**config.mk**
```make
export PLATFORM = sky130hd
export DESIGN_NAME = pool_cmd_gen
export DESIGN_NICKNAME = d
export VERILOG_FILES = /design/src/rtl/pool_cmd_gen.sv
export SDC_FILE = /design/constraint.sdc
export NUM_CORES = 1
export LEC_CHECK = 0
export CAP_MARGIN = 0
export CELL_PAD_IN_SITES_DETAIL_PLACEMENT = 2
export CELL_PAD_IN_SITES_GLOBAL_PLACEMENT = 2
export CORE_MARGIN = 4
export CORE_UTILIZATION = 29
export DETAILED_ROUTE_END_ITERATION = 16
export PLACE_DENSITY_LB_ADDON = 0.1
export SYNTH_ARGS = -nofsm -noshare
export SYNTH_HDL_FRONTEND = slang
export SYNTH_SLANG_ARGS = --single-unit
```
**constraint.sdc**
```tcl
create_clock -name clk -period 1.6 [get_ports clk]
set_clock_uncertainty 0.1 [all_clocks]
set_input_delay 0.32 -clock clk [delete_from_list [all_inputs] [get_ports clk]]
set_output_delay 0.32 -clock clk [all_outputs]
set_load 0.05 [all_outputs]
```
**src/rtl/pool_cmd_gen.sv**
```systemverilog
// Pool PE command sequencer: walks K window elements x N slots, one {end,max,avg,start} command per accepted beat.
// Latency: cmd/sel one cycle after accept, done two cycles after last accept; in_rdy is state-only, never depends on in_vld.
module pool_cmd_gen #(
  parameter int S = 32,
  localparam int SW = $clog2(S/2)
) (
  input  logic          clk,
  input  logic          rst,
  input  logic          job_vld,
  output logic          job_rdy,
  input  logic          job_mode,
  input  logic [6:0]    job_k,
  input  logic [SW:0]   job_n,
  input  logic          in_vld,
  output logic          in_rdy,
  output logic [3:0]    cmd,
  output logic [SW-1:0] sel,
  output logic [SW-1:0] sel_delay,
  output logic          busy,
  output logic          done,
  output logic          err
);

  typedef enum logic [1:0] {
    ST_IDLE  = 2'd0,
    ST_RUN   = 2'd1,
    ST_FLUSH = 2'd2
  } state_t;

  state_t        r_state;
  state_t        w_nstate;
  logic          r_mode;
  logic [6:0]    r_k;
  logic [6:0]    r_k_last;
  logic [SW-1:0] r_s;
  logic [SW-1:0] r_s_last;
  logic          r_fl;
  logic [3:0]    r_cmd;
  logic [SW-1:0] r_sel;
  logic [SW-1:0] r_sel_d;
  logic          r_done;
  logic          r_err;

  logic w_accept;
  logic w_job_bad;
  logic w_last_beat;

  // Avg mode is capped at K=64 so 255*K still fits the 14-bit PE accumulator.
  assign w_job_bad   = (job_k == 7'd0) || (job_n == '0) ||
                       (job_n > (SW+1)'(S/2)) || (!job_mode && (job_k > 7'd64));
  assign w_accept    = (r_state == ST_RUN) && in_vld;
  assign w_last_beat = (r_k == r_k_last) && (r_s == r_s_last);

  always_ff @(posedge clk or posedge rst) begin
    if (rst) r_state <= ST_IDLE;
    else     r_state <= w_nstate;
  end

  always_comb begin
    w_nstate = r_state;
    case (r_state)
      ST_IDLE:  if (job_vld && !w_job_bad) w_nstate = ST_RUN;
      ST_RUN:   if (w_accept && w_last_beat) w_nstate = ST_FLUSH;
      ST_FLUSH: if (r_fl) w_nstate = ST_IDLE;
      default:  w_nstate = ST_IDLE;
    endcase
  end

  always_ff @(posedge clk or posedge rst) begin
    if (rst) begin
      r_mode   <= 1'b0;
      r_k      <= '0;
      r_k_last <= '0;
      r_s      <= '0;
      r_s_last <= '0;
      r_fl     <= 1'b0;
      r_cmd    <= '0;
      r_sel    <= '0;
      r_sel_d  <= '0;
      r_done   <= 1'b0;
      r_err    <= 1'b0;
    end else begin
      r_sel_d <= r_sel;
      r_cmd   <= '0;
      r_done  <= 1'b0;
      r_err   <= 1'b0;
      case (r_state)
        ST_IDLE: begin
          if (job_vld) begin
            r_mode   <= job_mode;
            r_k_last <= job_k - 7'd1;
            r_s_last <= job_n[SW-1:0] - SW'(1);
            r_k      <= '0;
            r_s      <= '0;
            r_fl     <= 1'b0;
            if (w_job_bad) begin
              r_done <= 1'b1;
              r_err  <= 1'b1;
            end
          end
        end
        ST_RUN: begin
          if (w_accept) begin
            r_cmd <= {r_k == r_k_last,
                      r_mode && (r_k != 7'd0),
                      !r_mode && (r_k != 7'd0),
                      r_k == 7'd0};
            r_sel <= r_s;
            if (r_s == r_s_last) begin
              r_s <= '0;
              r_k <= r_k + 7'd1;
            end else begin
              r_s <= r_s + SW'(1);
            end
          end
        end
        ST_FLUSH: begin
          // Second flush cycle lines up with y_vld of the final slot.
          r_fl <= ~r_fl;
          if (!r_fl) r_done <= 1'b1;
        end
        default: ;
      endcase
    end
  end

  assign job_rdy   = (r_state == ST_IDLE);
  assign in_rdy    = (r_state == ST_RUN);
  assign busy      = (r_state != ST_IDLE);
  assign cmd       = r_cmd;
  assign sel       = r_sel;
  assign sel_delay = r_sel_d;
  assign done      = r_done;
  assign err       = r_err;

endmodule

```
---- Word-level counts from Yosys, hierarchy flattened ----
Index checks and enable logic that the tools add are counted.
storage, ports and cells
  flip-flop bits (word level) ............. 40
  output and inout bits ................... 17
  logic and storage cells ................. 77
operators by class
  $add $sub $neg .......................... 4
  $lt $le $gt $ge ......................... 2
  equality and inequality tests ........... 10
  muxes and demuxes ....................... 21
  bitwise operators ....................... 1
  reductions and logical operators ........ 27
operators by type and width
  kind                                                                     count
  7-bit two-way mux                                                        3
  4-bit two-way mux                                                        5
  7-bit zero test                                                          2
  7-bit one-hot mux with 2 select lines                                    1
  2-bit by 1-bit inequality test with 1-bit output, second input constant  4
  4-bit one-hot mux with 2 select lines                                    1
  7-bit by 1-bit adder with 7-bit output, second input constant            1
  7-bit == test                                                            1
  7-bit > comparator, second input constant                                1
  1-bit logical AND                                                        7
  7-bit nonzero test                                                       1
  7-bit by 1-bit subtractor with 7-bit output, second input constant       1
  2-bit two-way mux                                                        3
  2-bit one-hot mux with 3 select lines                                    1
  2-bit AND reduction                                                      3
  3-bit AND reduction                                                      2
  2-bit nonzero test                                                       3
  5-bit > comparator, second input constant                                1
  5-bit zero test                                                          1
  1-bit two-way mux                                                        5
  4-bit by 1-bit adder with 4-bit output, second input constant            1
  4-bit == test                                                            1
  2-bit inequality test, second input constant                             2
  1-bit one-hot mux with 2 select lines                                    2
  8 further kinds                                                          12

---- Logic depth before layout (Yosys ltp) ----
  word-level depth ........................ 8
  mapped depth ............................ 6
  gate-level depth less buffers ........... 6

---- Worst setup path after synthesis ----
OpenSTA, ideal clock, no wires.
  path kind ............................... reg-to-output
  start point ............................. register r_state[0]
  end point ............................... output busy
  data arrival time ....................... 1.600 ns
  path slack .............................. -0.420 ns
  cell stages (with the launch flop) ...... 3
  path through ............................ dfrtp_1 > nor2_1 > inv_1
on the way
  cells in the longest elaborated chain, start to end .. 1
ends and longest elaborated chain
  item                      line  text
  start: declaration        30    state_t r_state;
  start signal: assignment  56    else r_state <= w_nstate;
  2-bit nonzero test        129   assign busy = (r_state != ST_IDLE);
  end: declaration          19    output logic busy,
Every way passes these cells.

---- Worst setup path in the final report ----
  start point ............................. register r_k[5]
  end point ............................... register r_state[0]
on the way
  cells in the longest elaborated chain, start to end .. 5
ends and longest elaborated chain
  item                                                               line  text
  start: declaration                                                 33    logic [6:0] r_k;
  start signal: assignment                                           111   r_k <= r_k + 7'd1;
  7-bit == test                                                      52    assign w_last_beat = (r_k == r_k_last) && (r_s == r_s_last);
  1-bit logical AND                                                  52
  1-bit logical AND                                                  63    ST_RUN: if (w_accept && w_last_beat) w_nstate = ST_FLUSH;
  2-bit by 1-bit inequality test with 1-bit output (no source line)  -
  3-bit AND reduction (no source line)                               -
Every way passes these cells.
A chain may end at the register's enable or synchronous reset.

==> results.json <==
{
  "synth_top_flop_cell": "dfrtp_1",
  "grt_pass1_wl_mm": 10.4,
  "die_w_um": 89.3,
  "core_area_um2": 6390,
  "r2r-end": "r_state[0]",
  "cts.htree.levels": 2,
  "drt-pass1-iter-count": 4,
  "grt-ovfl-total": 0,
  "r2r_setup_slack_ps": -290,
  "place_hpwl_mm": 4.57,
  "cap_violations": 0,
  "r2r_cells": 5,
  "power_per_cell_area_nw_per_um2": 1650,
  "timing.hold.ws_ps": 282,
  "layout_common_cells": "dfrtp_1 (39), buf_4 (39), nand2_1 (29)",
  "grt_max_degree": 41,
  "min_period_ps": 1890,
  "via_per_inst": 5.02,
  "worstSetupPathType": "reg -> reg",
  "crit_fanout": 2,
  "grt_pass1_vias": 2040,
  "areaGrowthSynthToFinish_pct": 65.7,
  "dieArea_um2": 7970,
  "setup_viol": 9,
  "power.total_w": 0.00524,
  "max_freq_mhz": 530,
  "ys_ff_latch": 40,
  "relSlewSlack": 0.758,
  "wl_mm": 6.47,
  "top_layer": "met4",
  "wl_met1_mm": 2.73,
  "drc_errors": 0,
  "critical_path.startpoint": "r_k[5]",
  "grtUsageTotal": 0.172,
  "synth.distinct_cells": 37,
  "worst_slew_pin_slew_ps": 358,
  "routabilityCongestion": 0.746,
  "ant_nets": 0,
  "crit-reg2reg-launch": "r_k[5]",
  "wl_met2_mm": 3.45,
  "cts_root_buf": "clkbuf_8",
  "async_flop_share": 1.00,
  "leakage_nw": 1.43,
  "numCtsBuffers": 5,
  "postSynthAreaPerCell_um2": 9.73,
  "rows": 29,
  "wl_per_cell_um": 18.4,
  "syn_nets": 219,
  "ios": 34,
  "numPortBuffers": 33,
  "cts_num_sinks": 40,
  "status": "finished with violations",
  "die_height_um": 89.3,
  "violations": "negative setup slack",
  "setup.worst_path.end_class": "register",
  "multiInputGateArea_um2": 1050,
  "first_iter_violations": 74,
  "register_area_um2": 1000,
  "critPathLaunchType": "register",
  "grt_antenna_before_repair": 0,
  "antenna_cells": 0,
  "syn_area_um2": 1920,
  "cts_buffer_depth": 2,
  "cp_data_required_time_ps": 1680,
  "layout-drive-gt1-share": 0.393,
  "rsz0062_at_grt": "yes",
  "layout_setup_ws_ps": -288,
  "clk-insertion-delay-late_ps": 300,
  "final.fill_count": 661,
  "critPathArrivalTime_ps": 1970,
  "clkTransAtPathRegs_ps": 90,
  "finalMaxSlewViolations": 0,
  "synthCells": 197,
  "wl_met3_um": 234,
  "start_util": 0.300,
  "irDropWorstVdd_mv": 1.32,
  "layout.nets": 296,
  "cts_tree": "built",
  "hold_violations": 0,
  "synth_edf_count": 0,
  "ys_seq_area_frac": 0.522,
  "hold_class": "in -> async",
  "min_period_over_period": 1.18,
  "yosys_warnings": 0,
  "vias": 1768
}
## cells by family after synthesis
family                     synth area share
and+or+nand+nor                       0.226
DFF                                   0.522
AOI/OAI and AO/OA                     0.108
xor gates and xnor gates             0.0777
buffers and inverters                0.0333
adders and majority gates            0.0326
## worst max-delay path, stage by stage (launching register included)
cell	delay (ps)
dfrtp_1	400
xor2_1	180
nor4_2	320
buf_4	160
or4b_4	490
o2bb2ai_4	130
## cell usage after synthesis (2+ instances only)
master,n,share of area
o21ai_0,12,0.031
nand4_1,4,0.013
nand2_1,31,0.061
a31oi_1,3,0.0098
nor2b_1,3,0.0098
ha_1,5,0.033
xnor2_1,11,0.050
and3_1,2,0.0065
dfrtp_1,40,0.52
inv_1,10,0.020
nor4_1,2,0.0065
a21oi_1,8,0.021
nand2b_1,3,0.0098
nand3_1,6,0.016
nand3b_1,3,0.012
nor2_1,17,0.033
nor3_1,3,0.0078
xor2_1,6,0.027
nor3b_1,3,0.012
clkbuf_1,7,0.014
o41ai_1,2,0.0091
## metrics by stage
step	instances	instance area, µm²	setup slack, ps	util	TNS, ps
2_1_floorplan	197	1950	-122	-	-310
3_3_place_gp	337	2830	-797	0.444	-6160
3_5_place_dp	337	2830	-845	0.444	-7470
4_1_cts	352	3070	-293	0.480	-875
5_1_grt	352	3180	-375	0.497	-2270
6_report	352	3180	-288	0.497	-1080
## report_power, final
part           internal (W)  switching, W  total, W
clock network      0.000470      0.000398  0.000868
registers           0.00135      0.000353   0.00171
logic               0.00131       0.00135   0.00267
## repair_timing
action / in CTS / in global routing
resized for setup: 32 / 22
pin swaps: 14 / 9
setup buffers: 7 / 1
endpoints found under the setup margin: 14 / 22
gates cloned: 0 / 0
hold buffers: 0 / 0
## worst max-delay path by stage
stage               slack (ps)  cells after the start          to
floorplan                 -120                      6        done
global placement          -800                      7        done
detailed placement        -840                      7        done
CTS                       -290                      5  r_state[0]
global route              -380                      5  r_state[0]
finish                    -290                      5  r_state[0]
## per-layer routing
metal / vias to the layer above / global-route usage
met3: 5 / 0.0323
met5: - / 0
met2: 36 / 0.319
li1: 830 / -
met1: 897 / 0.206
met4: 0 / 0.0392
## final cells by class
type / count / share of cell area
multi-input combinational: 140 / 0.331
inverter: 10 / 0.0173
clock buffer: 5 / 0.0217
tap: 77 / 0.0303
timing repair buffer: 77 / 0.270
clock inverter: 3 / 0.0146
sequential: 40 / 0.316
## registers in the layout, summed over array words and instances (netlist names)
register,count
r_k,7
r_k_last,7
cmd,4
r_s,4
r_s_last,4
sel,4
sel_delay,4
r_state,2
done,1
err,1
r_fl,1
r_mode,1
No activity file was read; power rests on OpenSTA's default activity.
